[config.mk]
export PLATFORM = sky130hd
export DESIGN_NAME = collatz_inverse_search
export DESIGN_NICKNAME = d
export VERILOG_FILES = /design/src/rtl/collatz_search_pkg.sv /design/src/rtl/collatz_step.sv /design/src/rtl/collatz_inverse_search.sv
export SDC_FILE = /design/constraint.sdc
export NUM_CORES = 1
export LEC_CHECK = 0
export CAP_MARGIN = 25
export CORE_ASPECT_RATIO = 0.75
export CORE_MARGIN = 2
export CORE_UTILIZATION = 51
export DETAILED_ROUTE_END_ITERATION = 16
export PLACE_DENSITY = 0.77
export SYNTH_ARGS = -nofsm -noshare
export SYNTH_HDL_FRONTEND = slang
export SYNTH_SLANG_ARGS = --single-unit
export TNS_END_PERCENT = 30
[constraint.sdc]
create_clock -name clk -period 2.65 [get_ports clk]
set_clock_uncertainty 0.15 [all_clocks]
set_input_delay 0.53 -clock clk [delete_from_list [all_inputs] [get_ports clk]]
set_output_delay 0.53 -clock clk [all_outputs]
set_load 0.005 [all_outputs]
[src/rtl/collatz_search_pkg.sv]
// Shared types and constants for the Collatz inverse search tile.
package collatz_search_pkg;

    typedef enum logic [1:0] {
        IDLE = 2'd0,
        LOAD = 2'd1,
        ITER = 2'd2,
        DONE = 2'd3
    } state_t;

    localparam int VAL_W   = 16;
    localparam int CNT_W   = 8;
    localparam int MAX_N   = 255;

    localparam int BUSY_B  = 1;
    localparam int DONE_B  = 2;
    localparam int FOUND_B = 3;

endpackage

[src/rtl/collatz_step.sv]
// One application of the Collatz map: odd -> 3n+1, even -> n/2.
module collatz_step #(
    parameter int VAL_W = 16
) (
    input  logic [VAL_W-1:0] n,
    output logic [VAL_W-1:0] next_n
);

    always_comb begin
        if (n[0]) begin
            next_n = (n << 1) + n + VAL_W'(1);
        end else begin
            next_n = n >> 1;
        end
    end

endmodule

[src/rtl/collatz_inverse_search.sv]
// Finds the smallest seed in 1..MAX_N whose Collatz step count equals ui_in.
module collatz_inverse_search
    import collatz_search_pkg::*;
#(
    parameter int MAX_N = 255,
    parameter int VAL_W = 16
) (
    input  logic       clk,
    input  logic       rst_n,
    input  logic       ena,
    input  logic [7:0] ui_in,
    input  logic [7:0] uio_in,
    output logic [7:0] uo_out,
    output logic [7:0] uio_out,
    output logic [7:0] uio_oe
);

    localparam logic [7:0] LAST_CAND = 8'(MAX_N);

    state_t             state;
    logic [7:0]         t_reg;
    logic [7:0]         cand;
    logic [VAL_W-1:0]   n;
    logic [CNT_W-1:0]   cnt;
    logic [7:0]         res;
    logic               found;
    logic [VAL_W-1:0]   next_n;
    logic               start;
    logic               n_is_one;
    logic               cnt_hit;
    logic               unused;

    assign start    = uio_in[0];
    assign n_is_one = (n == VAL_W'(1));
    assign cnt_hit  = (cnt == t_reg);
    assign unused   = &{1'b0, ena, uio_in[7:1]};

    collatz_step #(.VAL_W(VAL_W)) u_step (
        .n      (n),
        .next_n (next_n)
    );

    always_ff @(posedge clk or negedge rst_n) begin
        if (!rst_n) begin
            state <= IDLE;
            t_reg <= '0;
            cand  <= '0;
            n     <= '0;
            cnt   <= '0;
            res   <= '0;
            found <= 1'b0;
        end else begin
            case (state)
                IDLE, DONE: begin
                    if (start) begin
                        t_reg <= ui_in;
                        cand  <= 8'd1;
                        res   <= '0;
                        found <= 1'b0;
                        state <= LOAD;
                    end
                end
                LOAD: begin
                    n     <= VAL_W'(cand);
                    cnt   <= '0;
                    state <= ITER;
                end
                ITER: begin
                    if (n_is_one && cnt_hit) begin
                        res   <= cand;
                        found <= 1'b1;
                        state <= DONE;
                    end else if (n_is_one || cnt_hit) begin
                        // Reached 1 too early, or already at T steps without reaching 1.
                        if (cand == LAST_CAND) begin
                            res   <= '0;
                            found <= 1'b0;
                            state <= DONE;
                        end else begin
                            cand  <= cand + 8'd1;
                            state <= LOAD;
                        end
                    end else begin
                        n   <= next_n;
                        cnt <= cnt + CNT_W'(1);
                    end
                end
                default: state <= IDLE;
            endcase
        end
    end

    assign uo_out = res;
    assign uio_oe = 8'b0000_1110;

    always_comb begin
        uio_out          = '0;
        uio_out[BUSY_B]  = (state == LOAD) || (state == ITER);
        uio_out[DONE_B]  = (state == DONE);
        uio_out[FOUND_B] = found;
    end

endmodule

==> impl_metrics.py <==
metrics = {
    "run_status": {
        "outcome": "completed",
    },
    "critical_path": {
        "critical_path_buf_inv_count": 3,
        "r2r.worst_path.cells": 8,
        "path_class": "reg2out",
        "critPathCaptureType": "output port",
        "timing.reg2reg.setup_slack_ps": 150,
        "crit_family": "buffers and inverters",
        "cp-startpoint": "state[0]$_DFFE_PN0P_",
        "crit_chain": "inv_1 > ha_1 > inv_1 > clkdlybuf4s50_1",
        "start_kind": "flop",
        "slowest_stage": "clkdlybuf4s50_1",
        "crit_arrival_ps": 1830,
        "cpPeakStageDelay_ps": 520,
        "cp_common_cell": "inv_1",
        "r2r-end": "cand[6]$_DFFE_PN0P_",
        "crit_fanout": 6,
        "cp_data_required_time_ps": 1970,
    },
    "grt": {
        "antenna_found_initial": 0,
        "grt_usage_pct": 22.9,
        "grt_pass1_wl_mm": 14.4,
        "grt_max_degree": 52,
        "grt_overflow": 0,
        "grt_pass1_vias": 2858,
    },
    "floorplanning": {
        "initial_core_util_pct": 53.6,
        "coreArea_mm2": 0.00693,
        "die_h_um": 77.9,
        "row_count": 26,
        "die_w_um": 103,
        "dieArea_mm2": 0.00799,
        "ioPinCount": 43,
    },
    "sta": {
        "rsz0062_at_grt": "no",
        "min_period_over_period_pct": 94.5,
        "slew_viol_final": 0,
        "finalCriticalPeriod_ps": 2510,
        "hold_viol_final": 0,
        "timing.setup.tns_ps": 0,
        "layout_setup_ws_ps": 145,
        "hold_ws_ps": 26.1,
        "fmax_mhz": 399,
        "setup_viol": 0,
    },
    "logic_synthesis": {
        "synthArstFlopShare_pct": 100,
        "synth_edf_count": 0,
        "synth_top_area_share_pct": 34.3,
        "syn_area_per_cell_um2": 9.09,
        "yosysTopAreaCell": "dfrtp_1",
        "synth_area_leaders": "dfrtp_1, ha_1, xnor2_1",
        "syn_inst": 409,
        "ys_seq_area_share_pct": 34.3,
        "yosysWarnings": 0,
        "ys_ff_latch": 51,
        "syn_area_mm2": 0.00372,
        "ys_types": 65,
        "ys.flop_type": "dfrtp_1",
    },
    "route": {
        "drt-total-wl_mm": 8.70,
        "first_pass_iters": 5,
        "postRouteAntennaNets": 0,
        "detail_route.iter0.violations": 210,
        "wl_per_cell_um": 16.3,
        "drc": 0,
        "via_per_inst": 5.98,
        "vias": 3198,
    },
    "placed_design": {
        "place_congestion": 0.891,
        "dp_hpwl_mm": 6.50,
        "post-place-ws_ps": 82.9,
        "port_buffers": 21,
        "place_area_mm2": 0.00408,
    },
    "final_layout": {
        "fin_util_pct": 60.4,
        "top_register": "n",
        "area_growth_syn_to_layout_pct": 12.6,
        "final_cell_area_mm2": 0.00419,
        "layout-drive-gt1-share_pct": 12.6,
        "nets": 484,
        "diodes": 0,
        "largest_reg_flops": 15,
    },
    "cts": {
        "postCtsHoldBufs": 0,
        "cts_buffers": 5,
        "h-tree-depth": 2,
        "clockBufferDepth": 2,
        "tritoncts": "built",
        "path_clk_slew_ps": 100,
        "cts.sinks": 51,
        "cts_setup_buffers": 0,
        "root_buffer": "clkbuf_8",
        "clk-insertion-delay-late_ps": 310,
    },
    "power": {
        "ir_drop_mv": 0.465,
        "power.density_mw_per_mm2": 785,
        "power_leakage_nw": 1.89,
    },
    "flow_run": {
        "maxCapViolCount": 0,
    },
    "worst_hold_path": {
        "hold_class": "in2async",
    },
}
[how the worst max path moves through the flow]
stage / end / slack (ps) / cells after the start
after CTS: cand[2]$_DFFE_PN0P_ / 70 / 8
after global placement: cand[2]$_DFFE_PN0P_ / 130 / 8
after floorplan: n[15]$_DFFE_PN0P_ / 10 / 10
after detailed placement: cand[2]$_DFFE_PN0P_ / 80 / 8
final: uio_out[1] / 140 / 4
after global routing: cand[5]$_DFFE_PN0P_ / 4 / 8
[stage by stage]
stage / power (mW) / std cells
detailed placement: 2.81 / 527
CTS: 3.27 / 535
global route: 3.53 / 535
global placement: 2.73 / 527
floorplan: 2.24 / 420
finish: 3.29 / 535
[cells by family after synthesis]
family                     Yosys count  synth area share (%)
buffers and inverters               56                  7.21
muxes                               19                  5.49
AOI/OAI and AO/OA                  111                  20.9
xor gates and xnor gates            19                  4.48
DFF                                 51                  34.3
other                                2                 0.202
adders and majority gates           29                  9.97
and+or+nand+nor                    122                  17.4
[cell type report]
cell class	count	area, um2
multi-input cells	313	2240
well taps	98	123
flip-flops and latches	51	1280
clock buffers	5	68.8
repair buffers	41	368
clock inverters	3	20.0
inverters	24	91.3
fillers	579	2740
[cell usage after synthesis, drive strengths merged, types with 6 or more instances]
| cell | n |
|---|---|
| a32o | 9 |
| a21o | 8 |
| nor2 | 22 |
| nand4 | 10 |
| nand3 | 13 |
| mux2i | 8 |
| a31oi | 6 |
| o21bai | 6 |
| nor3 | 12 |
| ha | 28 |
| clkbuf | 15 |
| or3 | 8 |
| inv | 22 |
| a21oi | 22 |
| xnor2 | 17 |
| mux2 | 11 |
| nand2 | 33 |
| o21ai | 25 |
| buf | 17 |
| dfrtp | 51 |
[report_power, final]
| part | internal [mW] | switching, mW | total [mW] | leakage (nW) |
|---|---|---|---|---|
| logic | 0.701 | 1.08 | 1.78 | 1.17 |
| registers | 0.913 | 0.136 | 1.05 | 0.680 |
| clock network | 0.184 | 0.271 | 0.455 | 0.0402 |
[placed cells by master, fill, tap and decap left out, drive strengths merged, types with 9 or more instances in the layout]
| cell | synthesis | final |
|---|---|---|
| dfrtp | 51 | 51 |
| nand4 | 10 | 10 |
| o21ai | 25 | 25 |
| clkdlybuf4s50 | 0 | 20 |
| nor3 | 12 | 12 |
| mux2 | 11 | 11 |
| nand3 | 13 | 13 |
| a32o | 9 | 9 |
| conb | 2 | 13 |
| buf | 17 | 21 |
| a21oi | 22 | 22 |
| nor2 | 22 | 22 |
| nand2 | 33 | 33 |
| xnor2 | 17 | 17 |
| ha | 28 | 28 |
| inv | 22 | 22 |
[timing repair]
item / CTS / global route
resized for setup: 0 / 7
setup endpoints to repair: 0 / 14
hold endpoints to repair: 0 / 0
[metal layers]
metal / track usage [%] / routed length (um)
met1: 35.3 / 4260
met2: 33.9 / 3900
met3: 3.24 / 486
met4: 4.93 / 55
met5: 0 / 0
Note: power is estimated with default switching activity, not from simulation.
